$ cat config.mk
export PLATFORM = sky130hd
export DESIGN_NAME = karatsuba_mul_10b
export DESIGN_NICKNAME = d
export VERILOG_FILES = /design/src/rtl/karatsuba_mul_10b.sv
export SDC_FILE = /design/constraint.sdc
export NUM_CORES = 1
export LEC_CHECK = 0
export ABC_AREA = 0
export CORE_ASPECT_RATIO = 0.9
export CORE_MARGIN = 5
export CORE_UTILIZATION = 55
export DETAILED_ROUTE_END_ITERATION = 16
export GPL_TIMING_DRIVEN = 0
export PLACE_DENSITY = 0.76
export SETUP_SLACK_MARGIN = 0.3
export SLEW_MARGIN = 20
export SYNTH_ARGS = -nofsm -noshare
export SYNTH_HDL_FRONTEND = slang
export SYNTH_SLANG_ARGS = --single-unit
export TNS_END_PERCENT = 30
$ cat constraint.sdc
create_clock -name clk -period 9.1 [get_ports clk]
set_input_delay 1.82 -clock clk [delete_from_list [all_inputs] [get_ports clk]]
set_output_delay 1.82 -clock clk [all_outputs]
set_load 0.005 [all_outputs]
$ cat src/rtl/karatsuba_mul_10b.sv
// rtl/karatsuba_mul_10b.sv - sequential 10x10 unsigned Karatsuba multiplier, start/done handshake
// Optional KARATSUBA_PARALLEL_EN: three 6x6 multipliers in one MULP state instead of one shared multiplier.
module karatsuba_mul_10b (
  input  logic        clk,
  input  logic        reset,
  input  logic        start,
  input  logic [9:0]  a,
  input  logic [9:0]  b,
  output logic [19:0] s,
  output logic        done
);

  typedef enum logic [2:0] {IDLE, MUL0, MUL2, MULM, MULP, SUM, DONE} state_t;

  state_t      state_q, state_d;
  logic [9:0]  a_q, a_d, b_q, b_d;
  logic [9:0]  z0_q, z0_d, z2_q, z2_d;
  logic [11:0] p_q, p_d;
  logic [19:0] s_q, s_d;
  logic        done_q, done_d;

  logic [5:0]  a_mid, b_mid;
  logic [11:0] z1;
  logic [19:0] sum_w;

  assign a_mid = {1'b0, a_q[9:5]} + {1'b0, a_q[4:0]};
  assign b_mid = {1'b0, b_q[9:5]} + {1'b0, b_q[4:0]};

  // z1 is non-negative by construction, so 12-bit wrap-free subtraction is exact
  assign z1    = p_q - {2'b00, z2_q} - {2'b00, z0_q};
  assign sum_w = {z2_q, 10'b0} + {3'b000, z1, 5'b0} + {10'b0, z0_q};

`ifdef KARATSUBA_PARALLEL_EN
  logic [11:0] prod_lo, prod_hi, prod_mid;
  assign prod_lo  = {1'b0, a_q[4:0]} * {1'b0, b_q[4:0]};
  assign prod_hi  = {1'b0, a_q[9:5]} * {1'b0, b_q[9:5]};
  assign prod_mid = a_mid * b_mid;
`else
  logic [5:0]  mul_x, mul_y;
  logic [11:0] mul_out;

  always_comb begin
    mul_x = '0;
    mul_y = '0;
    case (state_q)
      MUL0: begin mul_x = {1'b0, a_q[4:0]}; mul_y = {1'b0, b_q[4:0]}; end
      MUL2: begin mul_x = {1'b0, a_q[9:5]}; mul_y = {1'b0, b_q[9:5]}; end
      MULM: begin mul_x = a_mid;            mul_y = b_mid;            end
      default: ;
    endcase
  end

  assign mul_out = mul_x * mul_y;
`endif

  always_comb begin
    state_d = state_q;
    a_d     = a_q;
    b_d     = b_q;
    z0_d    = z0_q;
    z2_d    = z2_q;
    p_d     = p_q;
    s_d     = s_q;
    done_d  = done_q;
    case (state_q)
      IDLE, DONE: begin
        if (start) begin
          a_d    = a;
          b_d    = b;
          done_d = 1'b0;
`ifdef KARATSUBA_PARALLEL_EN
          state_d = MULP;
`else
          state_d = MUL0;
`endif
        end
      end
`ifdef KARATSUBA_PARALLEL_EN
      MULP: begin
        z0_d    = prod_lo[9:0];
        z2_d    = prod_hi[9:0];
        p_d     = prod_mid;
        state_d = SUM;
      end
`else
      MUL0: begin z0_d = mul_out[9:0]; state_d = MUL2; end
      MUL2: begin z2_d = mul_out[9:0]; state_d = MULM; end
      MULM: begin p_d  = mul_out;      state_d = SUM;  end
`endif
      SUM: begin
        s_d     = sum_w;
        done_d  = 1'b1;
        state_d = DONE;
      end
      default: state_d = IDLE;
    endcase
  end

  always_ff @(posedge clk or posedge reset) begin
    if (reset) begin
      state_q <= IDLE;
      a_q     <= '0;
      b_q     <= '0;
      z0_q    <= '0;
      z2_q    <= '0;
      p_q     <= '0;
      s_q     <= '0;
      done_q  <= 1'b0;
    end else begin
      state_q <= state_d;
      a_q     <= a_d;
      b_q     <= b_d;
      z0_q    <= z0_d;
      z2_q    <= z2_d;
      p_q     <= p_d;
      s_q     <= s_d;
      done_q  <= done_d;
    end
  end

  assign s    = s_q;
  assign done = done_q;

endmodule

==> results of run 1 <==
synthesized netlist by cell type (7+ instances only):
master / instances / area share, %
inv_1: 53 / 3.4
nand2_1: 73 / 4.7
or2_2: 8 / 0.87
nor2_1: 44 / 2.9
o21a_1: 7 / 0.91
o21ai_0: 47 / 4.1
dfrtp_1: 76 / 33
ha_1: 55 / 12
xnor2_1: 18 / 2.7
xor2_1: 13 / 2.0
mux2_2: 32 / 6.2
a21oi_1: 30 / 2.6
a21o_1: 21 / 2.7
fa_1: 30 / 10
cell families (layout without fill, tap and decap cells):
family                     count (synthesis)  after routing
AOI/OAI and AO/OA                        143            143
xor gates and xnor gates                  31             31
adders and majority gates                 85             85
buffers and inverters                     71            131
DFF                                       76             76
muxes                                     33             33
and+or+nand+nor                          165            165
sequential cells by signal, indices dropped and copies added, names as in the netlist:
signal	flops
b_q	10
state_q	3
done	1
z0_q	10
z2_q	10
p_q	12
s	20
a_q	10
how the worst max path moves through the flow:
| stage | from | to | slack, ps | cells after the start |
|---|---|---|---|---|
| finish | b_q[5] | p_q[11] | 3690 | 20 |
| global route | b_q[0] | p_q[11] | 3400 | 20 |
| CTS | b_q[5] | p_q[11] | 3770 | 20 |
| detailed placement | b_q[5] | p_q[11] | 3820 | 20 |
| global placement | b_q[5] | p_q[11] | 3840 | 20 |
| floorplan | b_q[0] | p_q[11] | 4140 | 20 |
area by class of cell:
| class | instances | area [µm²] | share of cell area, % |
|---|---|---|---|
| Buffer | 17 | 97.6 | 1.45 |
| Tap cell | 129 | 161 | 2.40 |
| Inverter | 54 | 205 | 3.06 |
| Sequential cell | 76 | 1900 | 28.3 |
| Clock buffer | 9 | 225 | 3.35 |
| Timing Repair Buffer | 44 | 458 | 6.82 |
| Multi-Input combinational cell | 457 | 3570 | 53.2 |
| Clock inverter | 7 | 92.6 | 1.38 |
critical path, stage by stage (launching register included):
cell and delay (ps):
dfrtp_1 380, ha_1 190, inv_1 60, fa_1 400, nor2b_1 120, o21ai_0 130, a211oi_1 260, a31oi_1 70
a21o_1 270, or2_1 270, fa_1 490, fa_1 520, fa_1 550, inv_1 40, ha_1 330, nor2b_4 140
o31a_1 260, o21ai_2 140, nand2b_1 100, a2111oi_0 450, nor3_1 90
metal layers:
layer  up-vias  share of wire (%)
met1      2233                 45
met4         0                1.8
met3        26                5.2
met2       140                 48
met5         -                  0
li1       2175                  -
metrics by stage:
| step | instances | util, % | instance area (µm²) | worst slack [ps] | hold WS, ps |
|---|---|---|---|---|---|
| global placement | 776 | 62.1 | 6370 | 3840 | 460 |
| CTS | 793 | 65.5 | 6710 | 3770 | 484 |
| detailed placement | 777 | 62.4 | 6400 | 3820 | 470 |
| floorplan | 604 | - | 5770 | 4140 | 450 |
| finish | 793 | 65.5 | 6710 | 3690 | 478 |
| global route | 793 | 65.5 | 6710 | 3400 | 499 |
==> flow_summary.yaml, run 1 <==
grt:
  grt_max_degree: 54
  grt_util_met3_pct: 4.06
  busiest_layer: "met2"
  antenna_found_initial: 0
  grt_pass1_wl_um: 22200
  grtUsageMet2_pct: 35.7
  grt_pass1_vias: 4643
  overflow: 0
  grt_util_met1_pct: 29.1
  track_usage_pct: 21.5
logic_synthesis:
  synthMuxAreaShare_pct: 6.44
  yosys.area_share.simple_pct: 13.0
  yosysWarnings: 0
  synthArstFlopShare_pct: 100
  yosys_most_used_dff: "dfrtp_1"
  synthCells: 604
  yosysUniqueCellTypes: 53
  synth_top_family_by_area: "adder cells"
  yosys.area_share.adder_pct: 22.3
  synthXorXnorAreaFrac_pct: 4.70
  seq_area_frac_synth_pct: 32.9
  syn_nets: 712
  synth_edf_count: 0
  synth_compound_area_share_pct: 15.4
  synthesis.area_um2: 5770
  synth_area_per_cell_um2: 9.56
  ys_seq_elements: 76
die:
  start_util_pct: 56.3
  rows: 35
  fp.coreArea_um2: 10200
  ios: 44
  die_w_um: 118
  die_h_um: 107
  dieArea_um2: 12700
worst_setup_path:
  crit_path_end_kind: "flip-flop"
  r2r-end: "p_q[11]"
  crit_path_start_kind: "flip-flop"
  worstPathRequired_ps: 9310
  arrival_ps: 5620
  reg2reg_depth: 20
  r2r-start: "b_q[5]"
  worst-setup-path-type: "flip-flop to flip-flop"
  ff2ff_setup_slack_ps: 3690
  cp_max_fo: 6
sta:
  slew_violations: 0
  slew_headroom_pct: 63.7
  skew_ps: 6.79
  worst_pin_slew_ps: 541
  layout_min_cycle_time_ps: 5410
  setup_violations: 0
  max_freq_ghz: 0.185
  period_share_pct: 59.4
  hold_viol: 0
  setup-tns-final_ps: 0
  rsz0062_at_grt: "false"
cells_and_area:
  fill_cells: 839
  layout_common_cells: "76 x dfrtp_1, 73 x nand2_1, 55 x ha_1"
  antennaDiodeCount: 0
  drive_above_1_share_pct: 11.9
  area_delta_synth_final_pct: 16.3
  nNetsFinal: 767
  layout_commonest_cell: "dfrtp_1"
worst_hold_path:
  min_to: "s[17]"
  worstHoldStart: "s[17]"
  hold_depth: 2
  holdCritPathClass: "flip-flop to flip-flop"
detailed_routing:
  postRouteAntennaNets: 0
  wl_per_cell_um: 16.1
  dr_total_vias: 4574
  drc: 0
  dr.pass1.iters: 6
  wirelength_um: 12800
  via_per_inst: 5.77
  drtIter0Drc: 295
clocking:
  numCtsBuffers: 9
  worstSkewPairLatency_ps: 340
  clkSlewWorstSetupHoldPaths_ps: 70
  cts_root_buf: "clkbuf_16"
  h-tree-depth: 3
  post-cts-setup-buffers: 0
  cts.repair.resized: 0
  cts_tree: "built"
  postCtsHoldBufs: 0
  cts.sinks: 76
  clockBufferDepth: 2
placement:
  gp_congestion: 0.916
  hpwl_um: 9940
  io_buffer_count: 43
status:
  status: "finished clean"
flow_run:
  drv_cap: 0
Power of run 1 is not shown: default switching activity piles up to over one toggle a cycle in this logic, so the estimate is an artifact.
==> run 2, diff against run 1 <==
--- a/config.mk
+++ b/config.mk
@@ -8,10 +8,10 @@
 export ABC_AREA = 0
 export CORE_ASPECT_RATIO = 0.9
 export CORE_MARGIN = 5
-export CORE_UTILIZATION = 55
+export CORE_UTILIZATION = 54
 export DETAILED_ROUTE_END_ITERATION = 16
 export GPL_TIMING_DRIVEN = 0
-export PLACE_DENSITY = 0.76
+export PLACE_DENSITY = 0.78
 export SETUP_SLACK_MARGIN = 0.3
 export SLEW_MARGIN = 20
 export SYNTH_ARGS = -nofsm -noshare
==> constraint.sdc (replaced) <==
create_clock -name clk -period 4.7 [get_ports clk]
set_input_delay 0.94 -clock clk [delete_from_list [all_inputs] [get_ports clk]]
set_output_delay 0.94 -clock clk [all_outputs]
set_load 0.005 [all_outputs]
==> run 2 against run 1 <==
Effect of this change: the run now ends with negative setup slack left; routed wire length up 1.5%; first-iteration DRC count down 13%; worst setup slack worse by 4000 ps; utilization is 1.6 points higher; sequential share of layout area fell by 0.90 points; count of clock-buffer cells in the layout unchanged; sequential cell count did not move; die area is 1.7% higher; global-route usage rose by 0.21 points; design area up 3.3%.
==> flow_summary.yaml, run 2 (synthesis gave the netlist of run 1 again) <==
status:
  status: "complete, but fails checks"
  violations: "negative setup slack"
die:
  start_util_pct: 55.9
  die_w_um: 119
  rows: 35
  fp.coreArea_um2: 10300
  die_h_um: 108
  ios: 44
  dieArea_um2: 12900
sta:
  period_share_pct: 106
  fin_ws_ps: -279
  worst_pin_slew_ps: 530
  timing.hold.ws_ps: 475
  hold_viol: 0
  slew_headroom_pct: 64.6
  rsz0062_at_grt: "true"
  layout_min_cycle_time_ps: 4980
  setup_violations: 7
  slew_violations: 0
  max_freq_ghz: 0.201
  skew_ps: 7.73
detailed_routing:
  drtIter0Drc: 257
  wl_per_cell_um: 16.2
  via_per_inst: 5.68
  wirelength_um: 13000
  postRouteAntennaNets: 0
  drc: 0
  dr.pass1.iters: 5
  dr_total_vias: 4564
worst_setup_path:
  r2r-end: "p_q[11]"
  worst-setup-path-type: "flip-flop to flip-flop"
  cp_max_fo: 4
  reg2reg_depth: 18
  crit_path_start_kind: "flip-flop"
  worstPathRequired_ps: 4910
  crit_path_end_kind: "flip-flop"
  arrival_ps: 5190
  ff2ff_setup_slack_ps: -280
  r2r-start: "a_q[0]"
placement:
  hpwl_um: 9990
  dpl_cell_area_um2: 6480
  gp_congestion: 0.888
  place_ws_ps: -246
  io_buffer_count: 43
clocking:
  h-tree-depth: 3
  clockBufferDepth: 2
  clkSlewWorstSetupHoldPaths_ps: 60
  cts.sinks: 76
  cts_tree: "built"
  postCtsHoldBufs: 0
  numCtsBuffers: 9
  cts_root_buf: "clkbuf_16"
  worstSkewPairLatency_ps: 350
worst_hold_path:
  min_to: "s[2]"
  hold_depth: 2
  holdCritPathClass: "flip-flop to flip-flop"
  worstHoldStart: "s[2]"
cells_and_area:
  layout_common_cells: "76 x dfrtp_1, 72 x nand2_1, 49 x ha_1"
  drive_above_1_share_pct: 18.0
  largest_reg_flops: 20
  nNetsFinal: 777
  layout_commonest_cell: "dfrtp_1"
  design_area_um2: 6930
  area_delta_synth_final_pct: 20.1
  antennaDiodeCount: 0
grt:
  grt_pass1_wl_um: 22600
  grt_pass1_vias: 4712
  antenna_found_initial: 0
  grt_max_degree: 58
  overflow: 0
  track_usage_pct: 21.8
flow_run:
  drv_cap: 0
==> run 2: changes by cell type in the layout (fill, tap and decap cells not counted), sizes merged <==
cell and delta:
clkinvlp +2, buf +10, bufinv -1, clkinv -2
inv +1
==> run 2: worst max-delay path by stage <==
stage | start | to | slack (ps) | depth (start not counted)
2_1_floorplan | a_q[0] | p_q[11] | 80 | 18
3_3_place_gp | b_q[5] | z2_q[9] | -190 | 20
3_5_place_dp | b_q[5] | p_q[9] | -250 | 20
4_1_cts | b_q[0] | p_q[11] | -230 | 20
5_1_grt | a_q[0] | p_q[11] | -470 | 18
6_report | a_q[0] | p_q[11] | -280 | 18
==> run 2: area by class of cell <==
class | count | area, µm²
buffer | 17 | 97.6
clock buffer | 9 | 225
clock inverter | 7 | 57.6
fill | 819 | 3400
inverter | 54 | 205
multi-input combinational | 457 | 3750
sequential | 76 | 1900
tap | 129 | 161
timing repair buffer | 54 | 533
==> run 2: metal layers <==
metal  up-vias  global-route usage, %  wire (µm)
li1       2195                      -          -
met1      2249                   29.2       5930
met2       108                   36.4       6250
met3        12                   3.77        596
met4         0                   6.45        202
met5         -                      0          0
==> run 2: stage by stage <==
stage	std cells	utilization (%)	setup TNS [ps]
2_1_floorplan	604	-	0
3_3_place_gp	776	62.4	-793
3_5_place_dp	777	62.7	-1140
4_1_cts	799	66.1	-783
5_1_grt	803	67.1	-3260
6_report	803	67.1	-1160
==> run 2: timing repair <==
action,in CTS,in global routing
gates resized for setup,6,17
buffers inserted,6,4
setup endpoints to repair,16,19
pin swaps,7,24
==> run 2: critical path, stage by stage (launching register included) <==
cell and delay (ps):
dfrtp_1 420, ha_4 190, fa_2 350, a21o_1 200, a21oi_2 150, xnor2_1 150, a222oi_1 130, or3_1 390
fa_1 560, fa_1 440, fa_1 510, inv_2 50, ha_4 240, nor2b_4 120, o31a_1 260, o21ai_2 140
nand2b_1 100, a2111oi_2 370, nor3_1 100
Power of run 2 is left out for the same reason.
